--- src/rtl/matmul_pkg.sv ---
// -----------------------------------------------------------------------------
// matmul_pkg
// Shared definitions for the NxN matrix multiply-accumulate block:
//   - state encodings and the state enum (IDLE / CALC / DONE)
//   - clog2(): index and accumulator width helper, usable in constant
//     expressions (parameter and localparam declarations)
// -----------------------------------------------------------------------------
package matmul_pkg;

  localparam logic [1:0] ST_IDLE_ENC = 2'd0;
  localparam logic [1:0] ST_CALC_ENC = 2'd1;
  localparam logic [1:0] ST_DONE_ENC = 2'd2;

  typedef enum logic [1:0] {
    IDLE = ST_IDLE_ENC,
    CALC = ST_CALC_ENC,
    DONE = ST_DONE_ENC
  } state_e;

  // Number of bits needed to index 'value' distinct items (ceil(log2(value))).
  function automatic int clog2(input int value);
    int w;
    w = 32'sd0;
    for (int v = value - 32'sd1; v > 32'sd0; v = v >>> 32'sd1) begin
      w = w + 32'sd1;
    end
    return w;
  endfunction

endpackage

--- src/rtl/mac_unit.sv ---
// -----------------------------------------------------------------------------
// mac_unit
// Registered unsigned multiply-add with synchronous clear.
//   acc <= clr ? 0 : en ? (first ? 0 : acc) + a*b : acc
// 'first' restarts the running sum with the current product so a new dot
// product can begin on the same edge the previous one is retired.
// Ports:
//   clk   in   clock, rising edge
//   clr   in   synchronous clear of the accumulator (highest priority)
//   en    in   perform one multiply-accumulate this edge
//   first in   discard the previous sum (start of a new dot product)
//   a, b  in   ENTRY_SIZE-bit unsigned operands
//   acc   out  ACC_SIZE-bit registered running sum
// -----------------------------------------------------------------------------
module mac_unit #(
  parameter int ENTRY_SIZE = 5,
  parameter int ACC_SIZE   = 12
) (
  input  logic                  clk,
  input  logic                  clr,
  input  logic                  en,
  input  logic                  first,
  input  logic [ENTRY_SIZE-1:0] a,
  input  logic [ENTRY_SIZE-1:0] b,
  output logic [ACC_SIZE-1:0]   acc
);

  logic [2*ENTRY_SIZE-1:0] prod_s;
  logic [ACC_SIZE-1:0]     base_s;
  logic [ACC_SIZE-1:0]     acc_r;

  // Full-width product and the sum it is added onto.
  always_comb begin
    prod_s = (2*ENTRY_SIZE)'(a) * (2*ENTRY_SIZE)'(b);
    if (first) begin
      base_s = {ACC_SIZE{1'b0}};
    end else begin
      base_s = acc_r;
    end
  end

  // Accumulator register.
  always_ff @(posedge clk) begin
    if (clr) begin
      acc_r <= {ACC_SIZE{1'b0}};
    end else if (en) begin
      acc_r <= base_s + ACC_SIZE'(prod_s);
    end else begin
      acc_r <= acc_r;
    end
  end

  assign acc = acc_r;

endmodule

--- src/rtl/matrix_mac_nxn.sv ---
// -----------------------------------------------------------------------------
// matrix_mac_nxn
// Unsigned NxN matrix multiply C = A * B using a single multiply-accumulate
// unit, one MAC per cycle, k innermost, then j, then i.
// Optional feature: define MATMUL_SAT_EN to saturate each result entry to
// 2^RESENTRY_SIZE-1; otherwise entries are the sum modulo 2^RESENTRY_SIZE.
// Ports:
//   clk      in   sole clock, rising edge
//   reset    in   synchronous, active-high reset
//   start    in   request a multiply (only sampled in IDLE)
//   matrixA  in   A row-major, A[0][0] in the MSBs
//   matrixB  in   B column-wise: slot [j][k] holds B[k][j], slot [0][0] in MSBs
//   busy     out  high while calculating
//   done     out  one-cycle pulse, matrixC valid
//   matrixC  out  C row-major, C[0][0] in the MSBs; held until next start
// Timing: start accepted on edge 0 -> N^3 MAC edges -> the last sum is
// retired into matrixC on edge N^3+1, which is also the edge entering DONE.
// -----------------------------------------------------------------------------
module matrix_mac_nxn
  import matmul_pkg::*;
#(
  parameter int N             = 3,
  parameter int ENTRY_SIZE    = 5,
  parameter int RESENTRY_SIZE = 9
) (
  input  logic                          clk,
  input  logic                          reset,
  input  logic                          start,
  input  logic [N*N*ENTRY_SIZE-1:0]     matrixA,
  input  logic [N*N*ENTRY_SIZE-1:0]     matrixB,
  output logic                          busy,
  output logic                          done,
  output logic [N*N*RESENTRY_SIZE-1:0]  matrixC
);

  localparam int IW       = clog2(N);
  localparam int ACC_SIZE = 2*ENTRY_SIZE + clog2(N);
  localparam int XW       = (ACC_SIZE > RESENTRY_SIZE) ? ACC_SIZE : RESENTRY_SIZE;

  localparam logic [IW-1:0] ZERO_IDX = {IW{1'b0}};
  localparam logic [IW-1:0] ONE_IDX  = IW'(1);
  localparam logic [IW-1:0] LAST_IDX = IW'(N - 1);

  state_e state_r;
  state_e state_nxt_s;

  logic [IW-1:0] i_r;
  logic [IW-1:0] j_r;
  logic [IW-1:0] k_r;
  logic [IW-1:0] wr_i_r;
  logic [IW-1:0] wr_j_r;
  logic          wr_pend_r;   // acc holds a finished C[wr_i][wr_j]
  logic          drain_r;     // all MACs issued, last sum still to retire

  logic [N*N*ENTRY_SIZE-1:0] a_cap_r;
  logic [N*N*ENTRY_SIZE-1:0] b_cap_r;

  logic [ENTRY_SIZE-1:0]    a_ent_s [N][N];
  logic [ENTRY_SIZE-1:0]    b_ent_s [N][N];
  logic [RESENTRY_SIZE-1:0] c_mat_r [N][N];

  logic [ENTRY_SIZE-1:0] op_a_s;
  logic [ENTRY_SIZE-1:0] op_b_s;
  logic [ACC_SIZE-1:0]   acc_s;
  logic                  mac_en_s;
  logic                  mac_first_s;
  logic                  mac_clr_s;

  logic busy_nxt_s;
  logic done_nxt_s;
  logic busy_r;
  logic done_r;

  // Reduce a finished dot product to the result entry width.
  function automatic logic [RESENTRY_SIZE-1:0] reduce_sum(input logic [ACC_SIZE-1:0] sum);
    logic [XW-1:0] wide;
    wide = XW'(sum);
`ifdef MATMUL_SAT_EN
    if (wide > XW'({RESENTRY_SIZE{1'b1}})) begin
      return {RESENTRY_SIZE{1'b1}};
    end else begin
      return wide[RESENTRY_SIZE-1:0];
    end
`else
    return wide[RESENTRY_SIZE-1:0];
`endif
  endfunction

  // Unpack captured operands and pack the result array (index 0 in the MSBs).
  for (genvar r = 0; r < N; r++) begin : g_row
    for (genvar c = 0; c < N; c++) begin : g_col
      assign a_ent_s[r][c] = a_cap_r[((N*N-1)-(r*N+c))*ENTRY_SIZE +: ENTRY_SIZE];
      assign b_ent_s[r][c] = b_cap_r[((N*N-1)-(r*N+c))*ENTRY_SIZE +: ENTRY_SIZE];
      assign matrixC[((N*N-1)-(r*N+c))*RESENTRY_SIZE +: RESENTRY_SIZE] = c_mat_r[r][c];
    end
  end

  // Operand select: A[i][k] and B[k][j] (stored in slot [j][k]).
  assign op_a_s = a_ent_s[i_r][k_r];
  assign op_b_s = b_ent_s[j_r][k_r];

  mac_unit #(
    .ENTRY_SIZE (ENTRY_SIZE),
    .ACC_SIZE   (ACC_SIZE)
  ) u_mac (
    .clk   (clk),
    .clr   (mac_clr_s),
    .en    (mac_en_s),
    .first (mac_first_s),
    .a     (op_a_s),
    .b     (op_b_s),
    .acc   (acc_s)
  );

  // MAC control: accumulate while issuing, hold the accumulator cleared otherwise.
  always_comb begin
    mac_en_s    = 1'b0;
    mac_clr_s   = 1'b1;
    mac_first_s = (k_r == ZERO_IDX);
    if (reset) begin
      mac_en_s  = 1'b0;
      mac_clr_s = 1'b1;
    end else if ((state_r == CALC) && !drain_r) begin
      mac_en_s  = 1'b1;
      mac_clr_s = 1'b0;
    end else begin
      mac_en_s  = 1'b0;
      mac_clr_s = 1'b1;
    end
  end

  // State register.
  always_ff @(posedge clk) begin
    if (reset) begin
      state_r <= IDLE;
    end else begin
      state_r <= state_nxt_s;
    end
  end

  // Next-state logic.
  always_comb begin
    state_nxt_s = state_r;
    case (state_r)
      IDLE: begin
        if (start) begin
          state_nxt_s = CALC;
        end else begin
          state_nxt_s = IDLE;
        end
      end
      CALC: begin
        if (drain_r) begin
          state_nxt_s = DONE;
        end else begin
          state_nxt_s = CALC;
        end
      end
      DONE:    state_nxt_s = IDLE;
      default: state_nxt_s = IDLE;
    endcase
  end

  // Output decode from the next state so busy/done can be registered.
  always_comb begin
    busy_nxt_s = 1'b0;
    done_nxt_s = 1'b0;
    case (state_nxt_s)
      IDLE: begin
        busy_nxt_s = 1'b0;
        done_nxt_s = 1'b0;
      end
      CALC: begin
        busy_nxt_s = 1'b1;
        done_nxt_s = 1'b0;
      end
      DONE: begin
        busy_nxt_s = 1'b0;
        done_nxt_s = 1'b1;
      end
      default: begin
        busy_nxt_s = 1'b0;
        done_nxt_s = 1'b0;
      end
    endcase
  end

  // Output registers.
  always_ff @(posedge clk) begin
    if (reset) begin
      busy_r <= 1'b0;
      done_r <= 1'b0;
    end else begin
      busy_r <= busy_nxt_s;
      done_r <= done_nxt_s;
    end
  end

  assign busy = busy_r;
  assign done = done_r;

  // Operand capture, loop counters and result write-back.
  always_ff @(posedge clk) begin
    if (reset) begin
      a_cap_r   <= {(N*N*ENTRY_SIZE){1'b0}};
      b_cap_r   <= {(N*N*ENTRY_SIZE){1'b0}};
      i_r       <= ZERO_IDX;
      j_r       <= ZERO_IDX;
      k_r       <= ZERO_IDX;
      wr_i_r    <= ZERO_IDX;
      wr_j_r    <= ZERO_IDX;
      wr_pend_r <= 1'b0;
      drain_r   <= 1'b0;
      for (int r = 0; r < N; r++) begin
        for (int c = 0; c < N; c++) begin
          c_mat_r[r][c] <= {RESENTRY_SIZE{1'b0}};
        end
      end
    end else begin
      case (state_r)
        IDLE: begin
          if (start) begin
            a_cap_r   <= matrixA;
            b_cap_r   <= matrixB;
            i_r       <= ZERO_IDX;
            j_r       <= ZERO_IDX;
            k_r       <= ZERO_IDX;
            wr_pend_r <= 1'b0;
            drain_r   <= 1'b0;
          end else begin
            drain_r   <= 1'b0;
          end
        end
        CALC: begin
          // The sum completed on the previous edge is retired now, while the
          // MAC restarts on the next element via 'first'.
          if (wr_pend_r) begin
            c_mat_r[wr_i_r][wr_j_r] <= reduce_sum(acc_s);
          end else begin
            c_mat_r[wr_i_r][wr_j_r] <= c_mat_r[wr_i_r][wr_j_r];
          end
          if (!drain_r) begin
            wr_pend_r <= (k_r == LAST_IDX);
            wr_i_r    <= i_r;
            wr_j_r    <= j_r;
            if (k_r != LAST_IDX) begin
              k_r <= k_r + ONE_IDX;
            end else begin
              k_r <= ZERO_IDX;
              if (j_r != LAST_IDX) begin
                j_r <= j_r + ONE_IDX;
              end else begin
                j_r <= ZERO_IDX;
                if (i_r != LAST_IDX) begin
                  i_r <= i_r + ONE_IDX;
                end else begin
                  i_r     <= ZERO_IDX;
                  drain_r <= 1'b1;
                end
              end
            end
          end else begin
            wr_pend_r <= 1'b0;
            drain_r   <= 1'b0;
          end
        end
        DONE: begin
          wr_pend_r <= 1'b0;
        end
        default: begin
          wr_pend_r <= 1'b0;
          drain_r   <= 1'b0;
        end
      endcase
    end
  end

endmodule

--- config.mk ---
export PLATFORM = sky130hd
export DESIGN_NAME = matrix_mac_nxn
export DESIGN_NICKNAME = d
export VERILOG_FILES = /design/src/rtl/matmul_pkg.sv /design/src/rtl/mac_unit.sv /design/src/rtl/matrix_mac_nxn.sv
export SDC_FILE = /design/constraint.sdc
export NUM_CORES = 1
export LEC_CHECK = 0
export BUFFER_PORTS_ARGS = -buffer_cell sky130_fd_sc_hd__buf_2
export CORE_MARGIN = 3
export CORE_UTILIZATION = 45
export DETAILED_ROUTE_END_ITERATION = 10
export PLACE_DENSITY = 0.66
export SYNTH_ARGS = -nofsm -noshare
export SYNTH_HDL_FRONTEND = slang
export SYNTH_SLANG_ARGS = --single-unit
--- constraint.sdc ---
create_clock -name clk -period 5.9 [get_ports clk]
set_clock_uncertainty 0.05 [all_clocks]
set_input_delay 0.885 -clock clk [delete_from_list [all_inputs] [get_ports clk]]
set_output_delay 0.885 -clock clk [all_outputs]
set_load 0.03 [all_outputs]
==> results of run 1 <==
[area by class of cell]
cell class / count / area (µm²) / area share, %
Clock buffer: 34 / 742 / 6.04
Clock inverter: 10 / 61.3 / 0.499
Inverter: 32 / 120 / 0.977
Timing Repair Buffer: 187 / 968 / 7.88
Tap cell: 285 / 357 / 2.90
Multi-Input combinational cell: 688 / 4460 / 36.3
Sequential cell: 225 / 5590 / 45.4
[stage by stage]
step	std cells	utilization, %	hold WS [ns]	worst slack [ns]
after floorplan	1007	-	0.382	1.44
after global placement	1417	50.6	0.392	0.878
after detailed placement	1417	50.6	0.393	0.682
after CTS	1461	54.1	0.402	0.680
after global routing	1461	54.1	0.416	0.371
final	1461	54.1	0.402	0.681
[how the worst max path moves through the flow]
stage	slack, ns	endpoint
final	0.68	u_mac.acc[8]$_SDFFE_PN0P_
after detailed placement	0.68	u_mac.acc[8]$_SDFFE_PN0P_
after global routing	0.37	u_mac.acc[8]$_SDFFE_PN0P_
after global placement	0.88	u_mac.acc[8]$_SDFFE_PN0P_
after CTS	0.68	u_mac.acc[8]$_SDFFE_PN0P_
after floorplan	1.44	u_mac.acc[8]$_SDFFE_PN0P_
[routing by layer]
metal	wire length [µm]	part of all wire, %	global-route usage (%)
met5	14	0.054	0
met4	692	2.7	6.27
met3	1690	6.6	3.44
met2	12000	47	33.0
met1	11300	44	28.5
[worst register-to-register path: cells and delay by family (launching register included)]
kind | cells | cell delay [ns]
AND/OR/NAND/NOR | 5 | 0.89
XOR/XNOR | 1 | 0.38
buffers and inverters | 1 | 0.04
flip-flops | 1 | 0.90
adder cells (fa/ha/maj) | 4 | 1.74
AO/OA/AOI/OAI | 4 | 1.15
[registers in the layout, summed over array words and instances, names as in the netlist, named ones only]
register / count
a_cap_r: 45
busy: 1
j_r: 2
state_r: 2
wr_i_r: 2
c_mat_r: 108
drain_r: 1
u_mac.acc: 9
wr_j_r: 2
i_r: 2
wr_pend_r: 1
done: 1
k_r: 2
b_cap_r: 45
[power by group]
group | switching, W | internal (W) | leakage (nW) | total [W]
clock network | 0.000612 | 0.000880 | 0.395 | 0.00149
logic | 0.000249 | 0.000142 | 2.43 | 0.000391
registers | 0.0000479 | 0.00170 | 2.03 | 0.00174
[cell families (layout without fill, tap and decap cells)]
| logic type | after synthesis | count (layout) |
|---|---|---|
| compound gates | 170 | 170 |
| xor+xnor | 7 | 7 |
| fa+ha+maj | 31 | 31 |
| buf+inv | 94 | 263 |
| flops | 225 | 225 |
| mux | 86 | 86 |
| simple gates | 394 | 394 |
[placed cells by master (no fill, tap or decap), types with 3 or more instances in the layout]
cell type / n
clkinv_2: 5
ha_1: 15
a21oi_1: 110
and2_1: 5
edfxtp_1: 108
buf_2: 174
dfxtp_1: 116
a22oi_1: 3
nand2b_1: 6
buf_4: 13
mux2_2: 16
o21bai_1: 3
or2_2: 8
clkbuf_1: 3
mux2i_1: 32
inv_1: 32
fa_1: 16
a32oi_1: 3
nand3_1: 4
o21ai_0: 18
a21o_1: 9
xor2_1: 3
mux2i_2: 9
clkbuf_16: 27
a221o_1: 4
nand2_1: 201
nor3_1: 12
xnor2_1: 3
mux4_2: 27
nor2b_1: 10
a221oi_1: 14
clkbuf_8: 4
nor2_1: 134
==> flow_summary.yaml, run 1 <==
setup_path:
  criticalPathCategory: "reg -> reg"
  critPathLaunch: "i_r[1]$_SDFFE_PP0P_"
  reg2reg_from: "i_r[1]$_SDFFE_PP0P_"
  arrival_ns: 5.61
  path_buf_inv: 1
  worstPathCellList: "nor2b_1 -> a221o_1 -> a32oi_1 -> or2_2 -> fa_1 -> fa_1 -> fa_1 -> inv_1 -> ha_1 -> nand2b_1 -> a21oi_1 -> o21ai_0 -> nand2b_1 -> xnor3_1 -> nor2_1"
  r2r_end: "u_mac.acc[8]$_SDFFE_PN0P_"
  worstPathRequired_ns: 6.29
  ff2ff_setup_slack_ns: 0.68
  cp.depth: 15
  max_stage_delay_ns: 0.90
  cp-end-kind: "flop"
  critPathLaunchType: "flop"
  cpMostUsedCell: "fa_1"
  path_delay_family: "adder cells"
  cp_slowest_cell: "dfxtp_1"
  cp_max_fo: 20
  worstRegToRegCells: 15
placed_design:
  gpl.final_weighted_congestion: 0.860
  portBuffers: 175
  placed_area_um2: 11500
  dp_hpwl_um: 18000
cts:
  root_buffer: "clkbuf_16"
  clock_path_buffers: 3
  cts_htree_levels: 1
  cts_buffers: 24
  numClockSinks: 225
  ctsHoldBuffers: 0
  cts_tree: "done"
  clk_latency_ns: 0.51
  cts_setup_buffers: 0
  clkSlewWorstSetupHoldPaths_ns: 0.06
  cts_resized: 0
global_routing:
  grt_usage_pct: 20.5
  grt_max_degree: 105
  grt_pass1_wl_um: 40500
  antenna_found_initial: 1
  gr-total-overflow: 0
  grt_pass1_vias: 7735
yosys:
  synth.top_cell.area_share_pct: 31.2
  synth-xor-area-share_pct: 0.721
  synth.distinct_cells: 46
  synth_top_cell_by_area: "edfxtp_1"
  synth_compound_area_share_pct: 9.55
  yosysSeqAreaShare_pct: 53.7
  synth_top_family_by_area: "simple AND/OR/NAND/NOR gates"
  syn_nets: 1131
  ys_warn_count: 0
  ys_seq_elements: 225
  async_flop_share_pct: 0
  synth_area_um2: 10400
  ys_top_cells_by_area: "edfxtp_1, dfxtp_1, nand2_1"
  yosys.area_share.simple_pct: 15.5
  synth_mux_area_share_pct: 12.1
  ys.flop_type: "dfxtp_1"
  synth_edf_count: 108
  syn_inst: 1007
  synthTopCellsByCount: "nand2_1, nor2_1, dfxtp_1"
  yosys.area_share.adder_pct: 4.88
  synth_most_common_cell: "nand2_1"
  synth.avg_cell_area_um2: 10.3
sta:
  rsz0062_at_grt: "no"
  period_share_pct: 88.5
  fin_crit_ns: 5.22
  hold_viol: 0
  max_freq_mhz: 192
  finalSetupViolCount: 0
  worstMarginPinSlew_ns: 1.07
  slew_headroom_pct: 28.4
  slew_violations: 0
  tns_ns: 0
hold_path:
  hp-start: "b_cap_r[11]$_SDFFE_PP0P_"
  min_path_cells: 2
  hold_end: "b_cap_r[11]$_SDFFE_PP0P_"
  min_path_type: "reg -> reg"
run_status:
  status: "complete, no violations"
die:
  num_rows: 55
  die_h_um: 158
  die_area_um2: 25000
  floorplan.initialDensity_pct: 45.8
  die_w_um: 158
  core_area_um2: 22700
  ios: 176
power:
  ir_worst_vdd_uv: 183
  power_density_nw_per_um2: 295
  total_power_w: 0.00363
  p_leak_nw: 4.86
layout:
  fin_area_um2: 12300
  antennaDiodeCount: 0
  final_nets: 1282
  n_fill_cell: 2085
  drive_above_1_share_pct: 24.8
  area_growth_pct: 18.1
drt:
  wirelength_um: 25800
  vias: 7854
  drcViolationCount: 0
  viasPerCell: 5.38
  drtAntennaViolNets: 0
  drtPass1Iterations: 5
  wl_per_cell_um: 17.7
  drt-initial-drc-count: 718
flow_run:
  drv_cap: 0
Note: power is estimated with default switching activity, not from simulation.
==> run 2: changes to the inputs <==
Settings changed: ABC_AREA set to 1.
==> run 2 against run 1 <==
Clock-buffer cell count unchanged. Die area up 6.9%. First-iteration DRC count down 13%. Total power up 8.0%. Global-route usage up 1.9 points. Fmax up 23%. Largest cell class unchanged.
==> flow_summary.yaml, run 2 <==
setup_path:
  ff2ff_setup_slack_ns: 1.66
  path_buf_inv: 4
  cpMostUsedCell: "nand2_1"
  critPathLaunch: "k_r[1]$_SDFFE_PP0P_"
  arrival_ns: 4.65
  worstPathRequired_ns: 6.31
  worstRegToRegCells: 20
  reg2reg_from: "k_r[1]$_SDFFE_PP0P_"
  critPathLaunchType: "flop"
  r2r_end: "u_mac.acc[8]$_SDFFE_PN0P_"
  max_stage_delay_ns: 0.70
  cp.depth: 20
  cp_max_fo: 14
  worstPathCellList: "inv_1 -> nor2_1 -> nand2_1 -> nand3_1 -> nand2_1 -> fa_1 -> fa_1 -> fa_1 -> inv_1 -> ha_1 -> nand2_1 -> inv_1 -> nand3_1 -> nand3_1 -> inv_1 -> nand2_1 -> nand2_1 -> nand2_1 -> nand2_1 -> nor2_1"
  path_delay_family: "adder cells"
  cp-end-kind: "flop"
  cp_slowest_cell: "nor2_1"
  criticalPathCategory: "reg -> reg"
drt:
  drt-initial-drc-count: 622
  drtAntennaViolNets: 0
  wl_per_cell_um: 15.9
  viasPerCell: 5.10
  vias: 9678
  drtPass1Iterations: 6
  drcViolationCount: 0
  wirelength_um: 30200
power:
  ir_worst_vdd_uv: 222
  total_power_w: 0.00392
  p_leak_nw: 5.95
  power_density_nw_per_um2: 303
global_routing:
  grt_usage_pct: 22.3
  grt_pass1_vias: 9287
  use_met3_pct: 3.27
  antenna_found_initial: 0
  gr-usage-met1_pct: 30.9
  grt_max_degree: 102
  grt-busiest-layer: "met2"
  gr-total-overflow: 0
  grt_pass1_wl_um: 47800
  grt_use_met2_pct: 35.5
cts:
  clk_latency_ns: 0.53
  cts_htree_levels: 1
  cts_buffers: 25
  cts_resized: 0
  ctsHoldBuffers: 0
  cts_tree: "done"
  clkSlewWorstSetupHoldPaths_ns: 0.06
  numClockSinks: 225
  root_buffer: "clkbuf_16"
  clock_path_buffers: 3
  cts_setup_buffers: 0
sta:
  rsz0062_at_grt: "no"
  slew_headroom_pct: 35.5
  worstMarginPinSlew_ns: 0.964
  max_freq_mhz: 236
  period_share_pct: 71.9
  hold_viol: 0
  finalSetupViolCount: 0
  tns_ns: 0
  fin_crit_ns: 4.24
  slew_violations: 0
yosys:
  syn_nets: 1541
  synth.top_cell.area_share_pct: 29.1
  ys.flop_type: "dfxtp_1"
  synth_most_common_cell: "nand2_1"
  synth.avg_cell_area_um2: 7.87
  syn_inst: 1417
  async_flop_share_pct: 0
  ys_warn_count: 0
  synth_area_um2: 11100
  synth_edf_count: 108
  yosysSeqAreaShare_pct: 50.1
  ys_seq_elements: 225
  ys_top_cells_by_area: "edfxtp_1, dfxtp_1, nand2_1"
  synth_top_cell_by_area: "edfxtp_1"
  synth.distinct_cells: 29
  synthTopCellsByCount: "nand2_1, nor2_1, nand3_1"
die:
  die_h_um: 163
  ios: 176
  core_area_um2: 23900
  die_w_um: 163
  floorplan.initialDensity_pct: 46.7
  num_rows: 56
  die_area_um2: 26700
placed_design:
  dp_hpwl_um: 21700
  gpl.final_weighted_congestion: 0.877
  portBuffers: 175
hold_path:
  min_path_type: "reg -> reg"
  hp-start: "wr_pend_r$_SDFFE_PP0N_"
  hold_end: "wr_pend_r$_SDFFE_PP0N_"
  min_path_cells: 2
layout:
  drive_above_1_share_pct: 17.7
  top_regs: "c_mat_r (108), a_cap_r (45), b_cap_r (45)"
  layout_commonest_cell: "nand2_1"
  antennaDiodeCount: 0
  largest-register: "c_mat_r"
  final_nets: 1683
  layout_common_cells: "nand2_1, nor2_1, buf_2"
  area_growth_pct: 16.1
  largest_reg_flops: 108
  n_fill_cell: 2248
run_status:
  status: "complete, no violations"
flow_run:
  drv_cap: 0
run 2: area by class of cell:
class | count | area [µm²] | share of cell area (%)
clock buffers | 34 | 669 | 5.17
clock inverters | 12 | 156 | 1.21
inverters | 123 | 470 | 3.63
multi-input cells | 1004 | 4750 | 36.7
flip-flops and latches | 225 | 5590 | 43.1
well taps | 319 | 399 | 3.08
repair buffers | 180 | 913 | 7.05
run 2: kinds of logic (layout without fill, tap and decap cells):
logic type / Yosys count / count (layout) / synth area share [%]
AND/OR/NAND/NOR: 826 / 826 / 31.3
adder cells (fa/ha/maj): 31 / 31 / 4.56
AO/OA/AOI/OAI: 147 / 147 / 6.73
flip-flops: 225 / 225 / 50.1
buffers and inverters: 188 / 349 / 7.34
run 2: worst register-to-register path, stage by stage, from the launching register on:
cell     delay [ns]
dfxtp_1        0.36
inv_1          0.07
nor2_1         0.70
nand2_1        0.14
nand3_1        0.23
nand2_1        0.10
fa_1           0.47
fa_1           0.51
fa_1           0.49
inv_1          0.04
ha_1           0.35
nand2_1        0.07
inv_1          0.08
nand3_1        0.07
nand3_1        0.09
inv_1          0.05
nand2_1        0.05
nand2_1        0.05
nand2_1        0.06
nand2_1        0.05
nor2_1         0.11
run 2: how the worst max path moves through the flow:
stage                                endpoint  slack (ns)
finish              u_mac.acc[8]$_SDFFE_PN0P_        1.66
global route        u_mac.acc[8]$_SDFFE_PN0P_        1.26
CTS                 u_mac.acc[8]$_SDFFE_PN0P_        1.64
detailed placement  u_mac.acc[8]$_SDFFE_PN0P_        1.68
global placement    u_mac.acc[8]$_SDFFE_PN0P_        1.75
floorplan           u_mac.acc[8]$_SDFFE_PN0P_        2.18
run 2: stage by stage:
stage | instance area, µm² | worst slack [ns] | instances | util, % | hold WS [ns]
floorplan | 11100 | 2.18 | 1417 | - | 0.418
global placement | 12100 | 1.75 | 1851 | 50.7 | 0.437
detailed placement | 12100 | 1.68 | 1851 | 50.7 | 0.442
CTS | 12900 | 1.64 | 1897 | 54.2 | 0.452
global route | 12900 | 1.26 | 1897 | 54.2 | 0.491
finish | 12900 | 1.66 | 1897 | 54.2 | 0.448
run 2: power by group:
| part | internal [W] | switching [W] | total (W) |
|---|---|---|---|
| registers | 0.00172 | 0.0000599 | 0.00178 |
| clock network | 0.000936 | 0.000631 | 0.00157 |
| logic | 0.000168 | 0.000401 | 0.000569 |
| total | 0.00283 | 0.00109 | 0.00392 |
run 2: metal layers:
layer	vias to the layer above	routed length, µm
met1	4391	13200
met5	-	0
met3	59	2160
li1	4829	-
met4	0	1060
met2	399	13800
==> run 3: changes to the inputs <==
Clock period 5.9 ns to 4.2 ns, I/O delays scaled along.
==> run 3 against run 2 <==
Worst setup slack worse by 1.3 ns. Critical path type unchanged. Highest routed layer is now met5. Final cell count up 0.58%. Clock-buffer cell count down 2. Wire length down 0.59%.
==> flow_summary.yaml, run 3 (same netlist as run 2, synthesis figures left out) <==
run_status:
  status: "complete, no violations"
flow_run:
  drv_cap: 0
layout:
  layout_commonest_cell: "nand2_1"
  area_growth_pct: 17.6
  antennaDiodeCount: 0
  final_cells: 1908
  drive_above_1_share_pct: 19.0
  top_regs: "c_mat_r (108), a_cap_r (45), b_cap_r (45)"
  largest_reg_flops: 108
  final_nets: 1694
  layout_common_cells: "nand2_1, nor2_1, buf_2"
  largest-register: "c_mat_r"
global_routing:
  grt-busiest-layer: "met2"
  grt_use_met2_pct: 36.4
  use_met3_pct: 3.12
  grt_usage_pct: 22.3
  grt_pass1_wl_um: 47500
  gr-total-overflow: 0
  grt_pass1_vias: 9284
  gr-usage-met1_pct: 30.8
  antenna_found_initial: 1
  grt_max_degree: 95
drt:
  vias: 9816
  viasPerCell: 5.14
  drtPass1Iterations: 5
  drt-initial-drc-count: 790
  drcViolationCount: 0
  drtAntennaViolNets: 0
  wirelength_um: 30100
  wl_per_cell_um: 15.8
die:
  core_area_um2: 23900
  ios: 176
  die_area_um2: 26700
  num_rows: 56
  floorplan.initialDensity_pct: 46.7
  die_w_um: 163
  die_h_um: 163
sta:
  max_freq_mhz: 259
  worstMarginPinSlew_ns: 1.05
  fin_crit_ns: 3.86
  period_share_pct: 92.0
  slew_headroom_pct: 29.8
  whs_ns: 0.262
  rsz0062_at_grt: "no"
  tns_ns: 0
  finalSetupViolCount: 0
  slew_violations: 0
  hold_viol: 0
cts:
  ctsHoldBuffers: 0
  cts_tree: "done"
  clock_path_buffers: 3
  clk_latency_ns: 0.54
  cts_htree_levels: 1
  cts_buffers: 25
  root_buffer: "clkbuf_16"
  clkSlewWorstSetupHoldPaths_ns: 0.06
  numClockSinks: 225
setup_path:
  cp-end-kind: "flop"
  reg2reg_from: "i_r[1]$_SDFFE_PP0P_"
  cp_max_fo: 7
  arrival_ns: 4.25
  worstPathRequired_ns: 4.59
  critPathLaunch: "i_r[1]$_SDFFE_PP0P_"
  criticalPathCategory: "reg -> reg"
  critPathLaunchType: "flop"
placed_design:
  dp.cells: 1856
  gpl.final_weighted_congestion: 0.882
  dp_hpwl_um: 21500
  portBuffers: 175
power:
  p_leak_nw: 6.04
  power_density_nw_per_um2: 423
  ir_worst_vdd_uv: 310
hold_path:
  hp-start: "matrixA[10]"
  min_path_type: "in -> reg"
[run 3: repair_timing]
action                                  CTS  global route
gates resized for setup                   0             5
endpoints found under the setup margin    0             3
setup buffers                             0             6
[run 3: routing by layer]
metal | up-vias | wire length [µm] | share of wire (%)
li1 | 4835 | - | -
met1 | 4539 | 13200 | 44
met2 | 384 | 14000 | 47
met3 | 56 | 2020 | 6.7
met4 | 2 | 802 | 2.7
met5 | - | 13 | 0.043
[run 3: area by class of cell]
cell class | instances | area, µm²
multi-input cells | 1004 | 4760
clock buffers | 32 | 713
flip-flops and latches | 225 | 5590
clock inverters | 14 | 130
fillers | 2276 | 10800
well taps | 319 | 399
inverters | 123 | 470
repair buffers | 191 | 1050
[run 3: final timing paths]
path | to | slack [ns] | depth (start not counted)
max | u_mac.acc[8]$_SDFFE_PN0P_ | 0.34 | 22
min | a_cap_r[10]$_SDFFE_PP0P_ | 0.26 | 3
max reg2reg | u_mac.acc[8]$_SDFFE_PN0P_ | 0.34 | 22
min reg2reg | wr_pend_r$_SDFFE_PP0N_ | 0.44 | 2
[run 3: stage by stage]
step	area, µm²	utilization [%]	total power, W	setup WS (ns)
floorplan	11100	-	0.00310	0.480
global placement	12200	50.9	0.00334	0.222
detailed placement	12200	50.9	0.00335	0.145
CTS	13000	54.4	0.00555	0.167
global route	13100	54.9	0.00576	0.0268
finish	13100	54.9	0.00554	0.337
[run 3: critical path, cell delays in order (launching register included)]
cell and delay, ns:
dfxtp_2 0.39, inv_2 0.10, nor2_4 0.14, buf_4 0.17
nand2_1 0.07, nand3_1 0.08, nand2_1 0.06, nand3_2 0.16
nand2_1 0.10, fa_1 0.56, fa_1 0.43, fa_1 0.49
inv_1 0.04, ha_1 0.35, nand2_1 0.08, inv_1 0.07
nand3_1 0.06, nand3_1 0.08, nand3_1 0.08, nand2_1 0.08
nand2_1 0.05, nand2_1 0.05, nor2_1 0.04
[run 3: power by group]
group	switching [W]	total [W]	internal (W)	leakage (nW)
Clock	0.000930	0.00221	0.00128	0.423
Sequential	0.0000838	0.00250	0.00242	2.07
Combinational	0.000569	0.000824	0.000256	3.55
